$ cat src/rtl/alu_seq_if.sv
// Operand/result bus of the sequential ALU: operand loads, op start, and the
// registered result with its status and handshake.
interface alu_seq_if #(
  parameter int W = 10
);
  logic [W-1:0] OP;
  logic [3:0]   FN;
  logic         Ain;
  logic         Gin;
  logic         Gout;
  logic [W-1:0] Q;
  logic [3:0]   FLAGS;
  logic         BUSY;
  logic         DONE;

  modport master (
    output OP, FN, Ain, Gin, Gout,
    input  Q, FLAGS, BUSY, DONE
  );

  modport slave (
    input  OP, FN, Ain, Gin, Gout,
    output Q, FLAGS, BUSY, DONE
  );
endinterface

$ cat src/rtl/alu_seq.sv
// Two-operand ALU on a shared bus: single-cycle arithmetic/logic/shift ops and
// an optional W-cycle unsigned shift-add multiply. All state moves on the CLKb falling edge.
module alu_seq #(
  parameter int W      = 10,
  parameter bit MUL_EN = 1'b1
) (
  input  logic      CLKb,
  input  logic      RST,
  alu_seq_if.slave  bus
);

  localparam int            CW       = $clog2(W);
  localparam logic [CW-1:0] CNT_LAST = CW'(W - 1);
  localparam logic [W-1:0]  W_VAL    = W[W-1:0];

  typedef enum logic [3:0] {
    FN_ADD = 4'b0010,
    FN_SUB = 4'b0011,
    FN_NEG = 4'b0100,
    FN_NOT = 4'b0101,
    FN_AND = 4'b0110,
    FN_OR  = 4'b0111,
    FN_XOR = 4'b1000,
    FN_LSL = 4'b1001,
    FN_LSR = 4'b1010,
    FN_ASR = 4'b1011,
    FN_MUL = 4'b1100
  } fn_e;

  typedef enum logic {S_IDLE, S_MUL} state_e;

  state_e          state_q, state_d;
  logic [W-1:0]    a_q, a_d, b_q, b_d;
  logic [W-1:0]    q_q, q_d;
  logic [3:0]      flags_q, flags_d;
  logic            busy_q, busy_d;
  logic            done_q, done_d;
  logic [2*W-1:0]  acc_q, acc_d, mcand_q, mcand_d;
  logic [W-1:0]    mplier_q, mplier_d;
  logic [CW-1:0]   cnt_q, cnt_d;

  // Single-cycle datapath; shifts carry one guard bit so the last bit
  // shifted out falls naturally into the extra position.
  logic [W:0]        add_ext, lsl_ext, lsr_ext;
  logic signed [W:0] asr_ext;
  logic [W-1:0]      sub_res, neg_res;
  logic [W-1:0]      alu_q;
  logic              alu_c, alu_v;
  logic [3:0]        alu_flags;
  logic [2*W-1:0]    acc_step;

  assign add_ext = {1'b0, a_q} + {1'b0, b_q};
  assign sub_res = a_q - b_q;
  assign neg_res = '0 - b_q;
  assign lsl_ext = {1'b0, a_q} << b_q;
  assign lsr_ext = {a_q, 1'b0} >> b_q;
  assign asr_ext = $signed({a_q, 1'b0}) >>> b_q;

  always_comb begin
    // NOTE: every combinational output gets a default first so no path can infer a latch.
    alu_q = '0;
    alu_c = 1'b0;
    alu_v = 1'b0;
    case (bus.FN)
      FN_ADD: begin
        alu_q = add_ext[W-1:0];
        alu_c = add_ext[W];
        alu_v = (a_q[W-1] == b_q[W-1]) && (add_ext[W-1] != a_q[W-1]);
      end
      FN_SUB: begin
        alu_q = sub_res;
        alu_c = (a_q >= b_q);
        alu_v = (a_q[W-1] != b_q[W-1]) && (sub_res[W-1] != a_q[W-1]);
      end
      FN_NEG: begin
        alu_q = neg_res;
        alu_c = (b_q == '0);
        alu_v = b_q[W-1] && neg_res[W-1];
      end
      FN_NOT: alu_q = ~b_q;
      FN_AND: alu_q = a_q & b_q;
      FN_OR:  alu_q = a_q | b_q;
      FN_XOR: alu_q = a_q ^ b_q;
      FN_LSL: begin
        alu_q = lsl_ext[W-1:0];
        alu_c = lsl_ext[W];
      end
      FN_LSR: begin
        alu_q = lsr_ext[W:1];
        alu_c = lsr_ext[0];
      end
      FN_ASR: begin
        alu_q = asr_ext[W:1];
        alu_c = (b_q > W_VAL) ? 1'b0 : asr_ext[0];
      end
      default: ;  // undefined codes (and multiply, handled separately) give Q=0
    endcase
  end

  assign alu_flags = {alu_q == '0, alu_q[W-1], alu_c, alu_v};
  assign acc_step  = mplier_q[0] ? (acc_q + mcand_q) : acc_q;

  always_comb begin
    state_d  = state_q;
    a_d      = a_q;
    b_d      = b_q;
    q_d      = q_q;
    flags_d  = flags_q;
    busy_d   = busy_q;
    done_d   = 1'b0;
    acc_d    = acc_q;
    mcand_d  = mcand_q;
    mplier_d = mplier_q;
    cnt_d    = cnt_q;

    case (state_q)
      S_IDLE: begin
        if (bus.Ain) a_d = bus.OP;
        if (bus.Gin) b_d = bus.OP;
        if (bus.Gout) begin
          if (MUL_EN && (bus.FN == FN_MUL)) begin
            // Operands come from the registers as held before this edge.
            state_d  = S_MUL;
            busy_d   = 1'b1;
            acc_d    = '0;
            mcand_d  = {{W{1'b0}}, a_q};
            mplier_d = b_q;
            cnt_d    = '0;
          end else begin
            q_d     = alu_q;
            flags_d = alu_flags;
            done_d  = 1'b1;
          end
        end
      end
      S_MUL: begin
        acc_d    = acc_step;
        mcand_d  = mcand_q << 1;
        mplier_d = mplier_q >> 1;
        cnt_d    = cnt_q + 1'b1;
        if (cnt_q == CNT_LAST) begin
          state_d = S_IDLE;
          busy_d  = 1'b0;
          q_d     = acc_step[W-1:0];
          flags_d = {acc_step[W-1:0] == '0, acc_step[W-1], |acc_step[2*W-1:W], 1'b0};
          done_d  = 1'b1;
        end
      end
      default: state_d = S_IDLE;
    endcase
  end

  // NOTE: sequential state uses non-blocking assignments so every flop samples pre-edge values.
  always_ff @(negedge CLKb) begin
    if (RST) begin
      state_q  <= S_IDLE;
      a_q      <= '0;
      b_q      <= '0;
      q_q      <= '0;
      flags_q  <= '0;
      busy_q   <= 1'b0;
      done_q   <= 1'b0;
      acc_q    <= '0;
      mcand_q  <= '0;
      mplier_q <= '0;
      cnt_q    <= '0;
    end else begin
      state_q  <= state_d;
      a_q      <= a_d;
      b_q      <= b_d;
      q_q      <= q_d;
      flags_q  <= flags_d;
      busy_q   <= busy_d;
      done_q   <= done_d;
      acc_q    <= acc_d;
      mcand_q  <= mcand_d;
      mplier_q <= mplier_d;
      cnt_q    <= cnt_d;
    end
  end

  assign bus.Q     = q_q;
  assign bus.FLAGS = flags_q;
  assign bus.BUSY  = busy_q;
  assign bus.DONE  = done_q;

endmodule

$ cat src/flat_wrapper.sv
// flat-port wrapper written by rule: the top's interface ports become plain ports
module alu_seq_flat 
#(
  parameter int W      = 10,
  parameter bit MUL_EN = 1'b1
)
  (CLKb, RST, bus_OP, bus_FN, bus_Ain, bus_Gin, bus_Gout, bus_Q, bus_FLAGS, bus_BUSY, bus_DONE);
  alu_seq_if #(.W(W)) bus_i ();
  input  logic CLKb;
  input  logic RST;
  input wire logic [$bits(bus_i.OP)-1:0] bus_OP;
  input wire logic [$bits(bus_i.FN)-1:0] bus_FN;
  input wire logic [$bits(bus_i.Ain)-1:0] bus_Ain;
  input wire logic [$bits(bus_i.Gin)-1:0] bus_Gin;
  input wire logic [$bits(bus_i.Gout)-1:0] bus_Gout;
  output wire logic [$bits(bus_i.Q)-1:0] bus_Q;
  output wire logic [$bits(bus_i.FLAGS)-1:0] bus_FLAGS;
  output wire logic [$bits(bus_i.BUSY)-1:0] bus_BUSY;
  output wire logic [$bits(bus_i.DONE)-1:0] bus_DONE;
  assign bus_i.OP = bus_OP;
  assign bus_i.FN = bus_FN;
  assign bus_i.Ain = bus_Ain;
  assign bus_i.Gin = bus_Gin;
  assign bus_i.Gout = bus_Gout;
  assign bus_Q = bus_i.Q;
  assign bus_FLAGS = bus_i.FLAGS;
  assign bus_BUSY = bus_i.BUSY;
  assign bus_DONE = bus_i.DONE;
  alu_seq #(.W(W), .MUL_EN(MUL_EN)) u_core (.CLKb(CLKb), .RST(RST), .bus(bus_i));
endmodule
$ cat config.mk
export PLATFORM = sky130hd
export DESIGN_NAME = alu_seq_flat
export DESIGN_NICKNAME = d
export VERILOG_FILES = /design/src/rtl/alu_seq_if.sv /design/src/rtl/alu_seq.sv /design/src/flat_wrapper.sv
export SDC_FILE = /design/constraint.sdc
export NUM_CORES = 1
export LEC_CHECK = 0
export ABC_AREA = 1
export BUFFER_PORTS_ARGS = -buffer_cell sky130_fd_sc_hd__buf_4
export CORE_MARGIN = 1
export CORE_UTILIZATION = 50
export DETAILED_ROUTE_END_ITERATION = 8
export PLACE_DENSITY_LB_ADDON = 0.3
export SKIP_CTS_REPAIR_TIMING = 1
export SYNTH_ARGS = -nofsm -noshare
export SYNTH_HDL_FRONTEND = slang
export SYNTH_SLANG_ARGS = --single-unit
$ cat constraint.sdc
create_clock -name CLKb -period 2.9 [get_ports CLKb]
set_input_delay 0.87 -clock CLKb [delete_from_list [all_inputs] [get_ports CLKb]]
set_output_delay 0.87 -clock CLKb [all_outputs]
set_load 0.01 [all_outputs]
Word level (Yosys, flattened, before mapping)
Index checks and enable logic that the tools add are counted.

storage, ports and cells
  flip-flop bits (word level) = 91
  memory bits (read-only) = 0
  RAM bits = 0
  output and inout bits = 16
  memories kept = 0
  latch bits = 0
  logic and storage cells = 95

operators by class
  reduce and logical (&&, ||, !) cells = 12
  add/subtract/negate cells = 5
  bitwise logic cells = 5
  order comparisons = 2
  divide/modulo/power cells = 0
  shifts and indexed selects = 3
  muxes and demuxes = 37
  equal/unequal tests = 20
  multiply operators = 0

operator list
  cell                     number
  $mux W20                 5
  $pmux W10 S10            1
  $pmux W20 S2             2
  $mux W10                 5
  $pmux W10 S2             2
  $logic_not A10 Y1        3
  $eq A4 B4 Y1 const B     6
  $add A20 B20 Y20         1
  $mux W4                  5
  $eq A4 B3 Y1 const B     4
  $pmux W4 S2              2
  $add A10 B10 Y11         1
  $shl A10 B10 Y11         1
  $shr A11 B10 Y11         1
  $sshr A11 B10 Y11        1
  $and A10 B10 Y10         1
  $ge A10 B10 Y1           1
  $gt A10 B4 Y1 const B    1
  $mux W1                  10
  $not A10 Y10             1
  $or A10 B10 Y10          1
  $reduce_or A10 Y1        1
  $sub A1 B10 Y10 const A  1
  $sub A10 B10 Y10         1
  other kinds (14)         26

Longest topological paths before layout
  depth in word-level cells = 7
  mapped depth = 22

==> run summary <==
* **launching element type of the critical path** input port
* **Chip Width** 127 um
* **sum of overflow across all layers after global routing** 0
* **endpoint class of the critical path** flip-flop
* **number of nets with antenna violations after detailed routing** 0
* **routed vias/inst** 5.85
* **CTS tree** done
* **Relative slew margins** 36.7%
* **First DRT Iteration DRCs** 1481
* **starting density of the core** 51.4%
* **initial antenna violation count** 1
* **critical path's largest stage delay** 0.17 ns
* **average detailed-routed wire length per instance** 19.4 um
* **combined global-route utilization of all metal layers** 38.5%
* **area of the multi-input gates** 6040 um^2
* **total iterations of the first detailed-routing run** 7
* **most numerous cell types in the synthesized netlist** sky130_fd_sc_hd__nand2_1 (424), sky130_fd_sc_hd__nand3_1 (128), sky130_fd_sc_hd__inv_1 (114), sky130_fd_sc_hd__nor2_1 (111), sky130_fd_sc_hd__a21oi_1 (103)
* **mapped cell area** 7850 um^2
* **final number of setup-violating endpoints** 86
* **fraction of post-synthesis cell area in the top cell type by area** 23.0%
* **max-cap check violation count** 0
* **hold depth** 2
* **Root Buffer** sky130_fd_sc_hd__clkbuf_16
* **Ys Warns** 0
* **share of cells above drive strength 1** 24.6%
* **post-placement cell area** 9270 um^2
* **class of the tightest hold or removal check** flip-flop to flip-flop
* **critical-path cell list** buf_12, inv_4, nand2_2, nor2_4, nand2_2, o21ai_2, nor2_2, nand3_2, nor2_4, nand2_1, nor2_1, nand2_1, nor2_1, nand3_1, nor2_1, nand2_1, a21oi_2
* **count of pins over their slew limit** 0
* **number of levels in the clock H-tree** 3
* **CP Data Required Time** 1.79 ns
* **CTS sink count** 90
* **buffer levels on the longest clock path** 2
* **number of design rule violations left after detail routing** 0
* **Fin. Hold Viols** 0
* **number of global-route vias before repair** 9098
* **clock buffer count from CTS** 9
* **kind of critical path** input port to flip-flop
* **global placement routability congestion** 1.05
* **Slew @ Worst Pin** 0.949 ns
* **die area** 16200 um^2
* **number of top-level pins** 35
* **share of synthesized registers carrying an async set or reset** 0%
* **top area cells in the synthesized netlist** sky130_fd_sc_hd__dfxtp_1 (23%), sky130_fd_sc_hd__nand2_1 (20%), sky130_fd_sc_hd__ha_1 (8.6%)
* **diode count** 0
* **total detailed-routing wirelength** 34.2 mm
* **sequential fraction of the synthesis area** 23.0%
* **synthesized net count** 1401
* **Clock Pin Slew Worst Setup and Hold Paths** 0.04 ns
* **most repeated cell in the gate-level netlist after synthesis** sky130_fd_sc_hd__nand2_1
* **count of cell types in the netlist** 48
* **Post-synth EDFFs** 0
* **fillcell total** 1315
* **Post-synth top flop** sky130_fd_sc_hd__dfxtp_1
* **Static Leakage** 5.17 nW
* **dpl ws** -1.48 ns
* **wire length of the first global-routing pass** 48.0 mm
* **num rows** 45
* **via count** 10.3k
* **post-synthesis cell type with the largest combined area** sky130_fd_sc_hd__dfxtp_1
* **Final HPWL DP** 23.7 mm
* **family with the most delay on the worst path** simple AND/OR/NAND/NOR gates
* **IR Drop Worst-Case VDD** 0.000439 V
* **register area** 1830 um^2
* **violations in the final reports** negative setup slack
* **unrepaired setup endpoints after global routing** true
* **IO buf count** 34
* **Crit-path slowest cell** sky130_fd_sc_hd__nor2_4
* **Clock Skews** 0.0406 ns
* **Critical Path Stages** 17
* **chip height** 127 um
* **clock latency reported for the late side of the worst-skew pair** 0.43 ns
* **final setup margin** -0.842 ns
* **summed area of non-filler cells in the final layout** 10800 um^2
* **P&R area growth vs syn** 37.9%
* **count of buffer and inverter cells on the critical path** 2
* **outcome** finished, violations left
* **Arr. time, crit path** 2.63 ns
* **register-to-register setup slack** 0.13 ns
* **pin count of the biggest net entering global routing** 51
* **Synth Register Bits** 90
* **floorplan core area** 15300 um^2
* **Synth Area per Inst** 5.92 um^2
* **critical-path maximum fanout** 5
* **depth of the worst register-to-register path** 16
* **final net count** 1622
* **power per standard cell area** 389 nW/um^2
* **gate count of the mapped netlist** 1325
-- final timing paths --
check | startpoint | to
min reg2reg | u_core.mplier_q[3] | u_core.mplier_q[2]
max | bus_FN[2] | u_core.bus.FLAGS[3]
max reg2reg | u_core.a_q[0] | u_core.bus.FLAGS[3]
min | u_core.mplier_q[3] | u_core.mplier_q[2]
-- final cells by class --
cell class,instances,area share [%]
multi-input combinational,1065,55.8
clock buffer,9,2.08
tap,211,2.44
sequential,90,16.9
inverter,120,4.53
timing repair buffer,170,14.7
clock inverter,96,3.49
-- sequential cells by signal (all words and copies together), names as in the netlist --
name	flops
u_core.bus.FLAGS	4
u_core.cnt_q	4
u_core.bus.Q	9
u_core.mcand_q	20
u_core.state_q	1
u_core.bus.DONE	1
u_core.acc_q	20
u_core.a_q	10
u_core.mplier_q	10
u_core.b_q	10
u_core.bus.BUSY	1
-- power breakdown --
part | internal (mW) | total, mW | switching, mW
logic | 0.470 | 1.26 | 0.790
registers | 1.29 | 1.33 | 0.0433
clock network | 0.742 | 1.62 | 0.874
total | 2.50 | 4.21 | 1.71
-- logic make-up after synthesis --
kind of cell             Yosys count  synth area share [%]
AO/OA/AOI/OAI                    248                  17.4
XOR/XNOR                           7                 0.782
flip-flops                        90                  23.0
AND/OR/NAND/NOR                  746                  40.6
adder cells (fa/ha/maj)           57                  9.38
buffers and inverters            177                  8.96
-- stage by stage --
step | hold WS, ns | utilization (%) | setup TNS [ns] | power [mW] | cells
final | 0.470 | 70.9 | -49.41 | 4.21 | 1761
after global routing | 0.487 | 70.9 | -51.72 | 4.45 | 1761
after CTS | 0.464 | 64.7 | -57.16 | 4.03 | 1737
after detailed placement | 0.452 | 60.8 | -82.66 | 2.62 | 1633
after global placement | 0.454 | 60.8 | -80.49 | 2.62 | 1633
after floorplan | 0.444 | - | -30.79 | 2.15 | 1325
-- layout by cell type (no fill, tap or decap), drive strengths merged, types with 2 or more instances in the layout --
master / instances
nor4: 2
a21oi: 107
o22ai: 6
a211oi: 2
nand3: 131
clkinvlp: 2
buf: 168
o21ai: 86
a31oi: 29
and2: 3
dfxtp: 90
o211ai: 2
nand2: 430
nor2: 127
a22o: 2
inv: 211
or2: 15
a41oi: 2
fa: 3
o21bai: 2
clkinv: 3
xnor2: 4
nand4: 27
o31ai: 2
clkbuf: 11
a21o: 2
xor2: 3
ha: 54
nand3b: 2
nor3: 16
-- per-layer routing --
layer	track usage [%]	vias to the layer above	share of wire [%]	wire [um]
met5	0	-	0.038	13
met4	15.1	2	3.4	1170
met3	10.6	103	12	4000
met2	55.7	653	43	14700
met1	53.7	4693	42	14400
li1	-	4843	-	-
-- tightest hold or removal path: stages (launching register included) --
cell	delay, ns
sky130_fd_sc_hd__dfxtp_1	0.30
sky130_fd_sc_hd__nand2_1	0.05
sky130_fd_sc_hd__a31oi_1	0.07
No activity file was read; power rests on OpenSTA's default activity.
